===== src/rtl/mem_port_arbiter.sv =====
`default_nettype none
// ============================================================================
// mem_port_arbiter: shares one fixed-latency single-ported memory between the
// fetch (I) and data (D) pipeline stages, data first.
// Revision: 1.0
// ============================================================================
module mem_port_arbiter #(
  parameter int MEM_LAT = 4,
  parameter int ADDR_W  = 16,
  parameter int DATA_W  = 16
) (
  input  logic              clk,
  input  logic              rst_n,
  input  logic              i_req,
  input  logic [ADDR_W-1:0] i_addr,
  output logic              i_rdy,
  output logic [DATA_W-1:0] i_rdata,
  input  logic              d_re,
  input  logic              d_we,
  input  logic [ADDR_W-1:0] d_addr,
  input  logic [DATA_W-1:0] d_wdata,
  output logic              d_rdy,
  output logic [DATA_W-1:0] d_rdata,
  output logic              m_re,
  output logic              m_we,
  output logic [ADDR_W-1:0] m_addr,
  output logic [DATA_W-1:0] m_wdata,
  input  logic [DATA_W-1:0] m_rdata,
  output logic              stall_if,
  output logic              stall_mem
);

  localparam int               CNT_W    = 4;
  localparam logic [CNT_W-1:0] CNT_LOAD = CNT_W'(MEM_LAT - 1);

  typedef enum logic [1:0] {
    IDLE = 2'd0,
    BUSY = 2'd1,
    RESP = 2'd2
  } state_t;

  state_t             state;
  state_t             state_nxt;
  logic [CNT_W-1:0]   cnt;
  logic               owner_d;
  logic               op_we;
  logic [ADDR_W-1:0]  lat_addr;
  logic [DATA_W-1:0]  lat_wdata;
  logic               d_req;
  logic               grant_d;
  logic               grant_i;
  logic               done;
  logic               busy;

  assign d_req = d_re | d_we;
  assign busy  = (state == BUSY);

  always_comb begin
    state_nxt = state;
    grant_d   = 1'b0;
    grant_i   = 1'b0;
    done      = 1'b0;
    case (state)
      IDLE: begin
        // MEM holds the older instruction, so it always wins.
        if (d_req) begin
          grant_d   = 1'b1;
          state_nxt = BUSY;
        end else if (i_req) begin
          grant_i   = 1'b1;
          state_nxt = BUSY;
        end
      end
      BUSY: begin
        if (cnt == '0) begin
          done      = 1'b1;
          state_nxt = RESP;
        end
      end
      RESP:    state_nxt = IDLE;
      default: state_nxt = IDLE;
    endcase
  end

  always_ff @(posedge clk or negedge rst_n) begin
    if (!rst_n) begin
      state <= IDLE;
    end else begin
      state <= state_nxt;
    end
  end

  always_ff @(posedge clk or negedge rst_n) begin
    if (!rst_n) begin
      cnt       <= '0;
      owner_d   <= 1'b0;
      op_we     <= 1'b0;
      lat_addr  <= '0;
      lat_wdata <= '0;
      i_rdata   <= '0;
      d_rdata   <= '0;
    end else begin
      if (grant_d) begin
        owner_d   <= 1'b1;
        op_we     <= d_we;
        lat_addr  <= d_addr;
        lat_wdata <= d_wdata;
        cnt       <= CNT_LOAD;
      end else if (grant_i) begin
        owner_d   <= 1'b0;
        op_we     <= 1'b0;
        lat_addr  <= i_addr;
        lat_wdata <= '0;
        cnt       <= CNT_LOAD;
      end else if (busy && (cnt != '0)) begin
        cnt <= cnt - 1'b1;
      end
      // Writes leave the load-data register untouched.
      if (done && !op_we) begin
        if (owner_d) begin
          d_rdata <= m_rdata;
        end else begin
          i_rdata <= m_rdata;
        end
      end
    end
  end

  assign m_re      = busy & ~op_we;
  assign m_we      = busy & op_we;
  assign m_addr    = busy ? lat_addr  : '0;
  assign m_wdata   = busy ? lat_wdata : '0;

  assign i_rdy     = (state == RESP) & ~owner_d;
  assign d_rdy     = (state == RESP) & owner_d;

  assign stall_if  = i_req & ~i_rdy;
  assign stall_mem = d_req & ~d_rdy;

endmodule
`default_nettype wire


===== config.mk =====
export PLATFORM = sky130hd
export DESIGN_NAME = mem_port_arbiter
export DESIGN_NICKNAME = d
export VERILOG_FILES = /design/src/rtl/mem_port_arbiter.sv
export SDC_FILE = /design/constraint.sdc
export NUM_CORES = 1
export LEC_CHECK = 0
export ABC_AREA = 1
export CORE_MARGIN = 2
export CORE_UTILIZATION = 39
export CTS_CLUSTER_DIAMETER = 30
export CTS_CLUSTER_SIZE = 8
export DETAILED_ROUTE_END_ITERATION = 10
export GPL_TIMING_DRIVEN = 1
export MAX_ROUTING_LAYER = met4
export PLACE_DENSITY = 0.74
export SYNTH_ARGS = -nofsm -noshare
export SYNTH_HDL_FRONTEND = slang
export SYNTH_SLANG_ARGS = --single-unit

===== constraint.sdc =====
create_clock -name clk -period 1.5 [get_ports clk]
set_input_delay 0.3 -clock clk [delete_from_list [all_inputs] [get_ports clk]]
set_output_delay 0.3 -clock clk [all_outputs]
set_load 0.005 [all_outputs]

==> results.toml <==
[logic_synthesis]
synth_top_area_share = 0.538
synth_cells = 421
synth_largest_area_cell = "dfrtp_1"
syn_nets = 492
yosys_warnings = 0
syn_avg_cell_area_um2 = 7.95
ys_seq_area_frac = 0.538
synth_cell_types = 22
syn_area_mm2 = 0.00335
synth_area_leaders = "dfrtp_1 54%, nand2_1 14%, o21ai_0 7.8%, inv_1 6.6%, nand3_1 5.5%"
ys_ff_latch = 72

[route]
viasPerCell = 4.87
drt-total-wl_mm = 10.5
post-route-drc-count = 0
drt-wirelength-per-cell_um = 14.6
drtIter0Drc = 118
dr.pass1.iters = 4
ant_nets = 0
num_vias = 3504

[setup_path]
rr_worst_depth = 11
crit_family = "buffers and inverters"
arrival_ps = 1430
cp_max_fo = 6
r2r_slack_ps = -210
critPathKind = "reg2out"
cpMaxStageDelayCell = "dfrtp_1"
start_kind = "flip-flop"
crit_buf_inv = 3
critical_path.cell_chain = "nor2_4, clkinv_4, clkbuf_16, nor2_4, buf_2"
path_depth = 5
cpMostUsedCell = "nor2_4"
crit_path_end_kind = "output port"
required_ps = 1200
slowest_delay_ps = 410

[grt]
grt_pass1_vias = 3430
antenna_found_initial = 0
grt.total_usage = 0.220
gr-total-overflow = 0
grt_max_degree = 45
grt_pass1_wl_mm = 16.5

[timing]
hold_viol_final = 0
finalCriticalPeriod_ps = 1730
fmax_mhz = 577
slew_headroom = 0.758
fin_worst_skew_ps = 14.6
finalCritPeriodShare = 1.16
worst_slack_ps = -233
rsz0062_at_grt = "true"
hold_slack_ps = 469
setup_viol = 84
slew_viol_final = 0
worst_pin_slew_ps = 362

[power_and_ir_drop]
ir_worst_vdd_mv = 0.827
p_clk_frac = 0.161
sequentialPowerShare = 0.288
swShare = 0.390
p_sw_mw = 4.62
p_per_area_mw_per_mm2 = 2070
comb_power_share = 0.551
p_int_mw = 7.22
p_leak_nw = 2.98

[finish]
area.growth.synth_to_final_pct = 70.9
fill_cells = 630
seq_area_mm2 = 0.00180
fin_nets = 680
drive_gt1_frac = 0.274
fin_area_mm2 = 0.00572
fin_util = 0.693
n_antenna_cell = 0
multi_input_area_mm2 = 0.00146

[floorplan]
die-area_mm2 = 0.00934
core_area_mm2 = 0.00826
start_util = 0.405
die_x_um = 96.7
io_pins = 139
rows = 33
chipHeight_um = 96.7

[clocking]
cts-root-buf = "clkbuf_8"
cts_tree = "built"
cts_made_buffers = 9
h-tree-depth = 3
cts_sinks = 72
clock_path_buffers = 2
clock_latency_ps = 330
cts.clk_slew.worst_paths_ps = 80

[place]
io_buffers = 138
placed_area_mm2 = 0.00496
routabilityCongestion = 0.854
dp_hpwl_mm = 6.76

[hold_path]
holdPathStages = 2
worst_hold_path_type = "reg2reg"

[job]
max_cap_viol_count = 0

[run_status]
violations = "setup timing"
outcome = "finished with violations"
[worst paths after layout]
check,from,end
max,state[1]$_DFFE_PN0P_,m_addr[14]
min,d_rdata[2]$_DFFE_PN0P_,d_rdata[2]$_DFFE_PN0P_
max reg2reg,state[1]$_DFFE_PN0P_,d_rdata[10]$_DFFE_PN0P_
min reg2reg,d_rdata[2]$_DFFE_PN0P_,d_rdata[2]$_DFFE_PN0P_
max in group asynchronous,rst_n,i_rdata[3]$_DFFE_PN0P_
min in group asynchronous,rst_n,i_rdata[11]$_DFFE_PN0P_
[per-layer routing]
layer / up-vias / wire [µm] / global-route usage
li1: 1672 / - / -
met1: 1636 / 4410 / 0.281
met2: 186 / 5170 / 0.356
met3: 10 / 793 / 0.0419
met4: 0 / 108 / 0.0715
met5: - / 0 / -
[cell usage after synthesis, drive strengths merged]
master / n
nand2: 127
dfrtp: 72
inv: 61
o21ai: 52
nor2: 44
nand3: 37
buf: 12
clkbuf: 9
a21oi: 2
ha: 2
clkinv: 1
nand4: 1
o22ai: 1
[cell type report]
class                   count  area share
clock inverters             7      0.0219
clock buffers               9      0.0216
inverters                  62      0.0422
well taps                 105      0.0230
multi-input cells         268       0.254
repair buffers            196       0.322
flip-flops and latches     72       0.315
[worst reg2reg max path: stages, from the launching register on]
cell,delay (ps)
dfrtp_1,410
nor2_4,150
buf_4,130
buf_6,110
nand2_4,50
buf_4,140
nor2_4,90
buf_12,180
buf_8,130
nand2_8,70
nand2_2,80
nand2_1,70
[cell usage in the layout, fill, tap and decap left out, drive strengths merged]
| cell | count |
|---|---|
| dlygate4sd2 | 22 |
| ha | 2 |
| clkdlybuf4s15 | 1 |
| buf | 90 |
| inv | 63 |
| nand2 | 129 |
| dfrtp | 72 |
| dlymetal6s2s | 13 |
| dlygate4sd3 | 1 |
| a21oi | 2 |
| clkinvlp | 1 |
| nand3 | 37 |
| bufinv | 3 |
| nor2 | 44 |
| o22ai | 1 |
| clkdlybuf4s50 | 67 |
| clkbuf | 11 |
| o21ai | 52 |
| clkinv | 2 |
| nand4 | 1 |
[sequential cells by signal (all words and copies together), names as in the netlist]
signal	cells
lat_addr	16
owner_d	1
i_rdata	16
cnt	4
d_rdata	16
lat_wdata	16
op_we	1
state	2
[per-stage QoR]
stage | cells | setup slack [ps] | total power [mW] | setup TNS, ps
3_5_place_dp | 671 | -357 | 8.80 | -17820
5_1_grt | 719 | -324 | 12.7 | -19810
4_1_cts | 708 | -295 | 11.0 | -11640
3_3_place_gp | 671 | -328 | 8.67 | -16720
6_report | 719 | -233 | 11.8 | -11620
2_1_floorplan | 421 | 78.1 | 5.79 | 0
[power groups by stage]
stage                     logic [mW]  registers [mW]  clock network (mW)
after global routing            7.17            3.50                2.05
after global placement          5.28            3.39                   0
final                           6.53            3.40                1.91
after CTS                       5.67            3.37                1.92
after detailed placement        5.38            3.42                   0
after floorplan                 2.43            3.36                   0
[timing repair]
| item | in CTS | in global routing |
|---|---|---|
| endpoints found under the setup margin | 91 | 122 |
| buffers inserted | 16 | 10 |
| resized for setup | 190 | 86 |
| cloned | 5 | 2 |
| endpoints found under the hold margin | 44 | 0 |
| pin swaps | 2 | 15 |
| hold buffers | 1 | 0 |
[cells by family (layout without fill, tap and decap cells)]
kind of cell / count (synthesis) / count (layout) / synth area share
adder cells (fa/ha/maj): 2 / 2 / 0.00747
AND/OR/NAND/NOR: 209 / 211 / 0.261
AO/OA/AOI/OAI: 55 / 55 / 0.0837
buffers and inverters: 83 / 274 / 0.110
flip-flops: 72 / 72 / 0.538
(Power assumes the default switching activity.)
==> RTL change, RTL diff (same settings) <==
Encoding of `state_t`: now one-hot (3 bits for 3 states).
--- a/src/rtl/mem_port_arbiter.sv
+++ b/src/rtl/mem_port_arbiter.sv
@@ -33,10 +33,10 @@
   localparam int               CNT_W    = 4;
   localparam logic [CNT_W-1:0] CNT_LOAD = CNT_W'(MEM_LAT - 1);
 
-  typedef enum logic [1:0] {
-    IDLE = 2'd0,
-    BUSY = 2'd1,
-    RESP = 2'd2
+  typedef enum logic [2:0] {
+    IDLE = 3'b001,
+    BUSY = 3'b010,
+    RESP = 3'b100
   } state_t;
 
   state_t             state;
Behaviour: same outputs for any inputs over 10 cycles, from zero or initial values and one cycle with rst_n low; not proved beyond that.
==> RTL change against the unedited design <==
- the run still ends with setup timing left
- die area grew 3.8%
- sequential cell count rose by 1
- clock skew is 0.0026 ns lower
- fmax fell by 1.3%
- wire length increased by 9.6%
- register-to-register slack better by 0.04 ns
- final area grew 6.5%
- via count up 5.9%
- worst setup slack lost 0.022 ns
- sequential power is 6.8% lower
- global-route usage grew 1.5 points
- power decreased by 17%
- synthesized area up 4.0%
- critical path type unchanged
==> RTL change: results (changes against the unedited design) <==
Status: finished, violations left (unchanged)
Violated checks: setup timing (unchanged)
Clk_lat worst skew: 0.35 ns (was 0.33 ns)
Non-clock buffer share: 0.3192 (was 0.3220)
Post-route cell area: 6095 um^2 (was 5723 um^2)
Synth Area in Adders: 0.007189 (was 0.007474)
Mapped Nets: 527 (was 492)
Post-synth top cells: nand2_1, dfrtp_1, nor2_1, inv_1, nand3_1 (was nand2_1, dfrtp_1, inv_1, o21ai_0, nor2_1)
Met1 global-route usage: 0.2864 (was 0.2813)
Gr usage total: 0.2352 (was 0.2203)
Met2 usage: 0.3951 (was 0.3563)
Post-CTS setup buffer count: 21 (was 16)
Routed vias/inst: 4.869 (was 4.873)
Kind of cell adding the most delay to the critical path: flip-flops (was buffers and inverters)
DP Worst Slack: -0.3696 ns (was -0.3569 ns)
Sequential share of cell area: 0.2999 (was 0.3148)
Comb_multi_in: 299 (was 268)
Inverter count: 65 (was 62)
Fill count: 687 (was 630)
RD Place Congestion: 0.8054 (was 0.8543)
Compound-gate portion of the synthesized area: 0.03810 (was 0.08371)
Worst Hold Class: primary input to asynchronous set/reset pin (was register to register)
Max FO, Critical Path: 2 (was 6)
Final WS setup: -0.2553 ns (was -0.2332 ns)
Setup violators final: 79 (was 84)
Total Routed Length: 11480 um (was 10480 um)
Vias in the first global route: 3800 (was 3430)
Signal buffers: 202 (was 196)
Hpwl dp: 7299 um (was 6758 um)
Met2 WL post-DR: 5711 um (was 5169 um)
CTS resizes: 236 (was 190)
Wire length on met1: 4694 um (was 4407 um)
Syn-to-layout area delta: 75.09% (was 70.93%)
Avg Inst Size Synth: 7.633 um^2 (was 7.953 um^2)
Synth top area cells: dfrtp_1, nand2_1, nand3_1 (was dfrtp_1, nand2_1, o21ai_0)
Worst relative slew slack: 0.8072 (was 0.7584)
M3 GR Usage: 0.04468 (was 0.04191)
-- RTL change: path summary, 6_finish.rpt --
check	from	to	slack [ns]	cells past startpoint
setup / recovery	state[0]	stall_mem	-0.26	7
hold / removal	rst_n	i_rdata[7]	0.38	2
setup reg to reg	state[2]	i_rdata[6]	-0.17	10
hold reg to reg	i_rdata[0]	i_rdata[0]	0.48	2
max in group asynchronous	rst_n	lat_addr[6]	0.64	3
min in group clk	i_rdata[0]	i_rdata[0]	0.48	2
-- RTL change: report_power, final --
part	total, mW	switching, mW	internal, mW
sequential	3.17	0.416	2.75
combinational	4.93	2.64	2.29
clock	1.67	0.739	0.928
total	9.77	3.80	5.97
-- RTL change: cell families (layout without fill, tap and decap cells) --
kind of cell               after synthesis  in the layout
AOI/OAI and AO/OA                       23             23
adders and majority gates                2              2
buffers and inverters                   86            282
DFF                                     73             73
and+or+nand+nor                        272            274
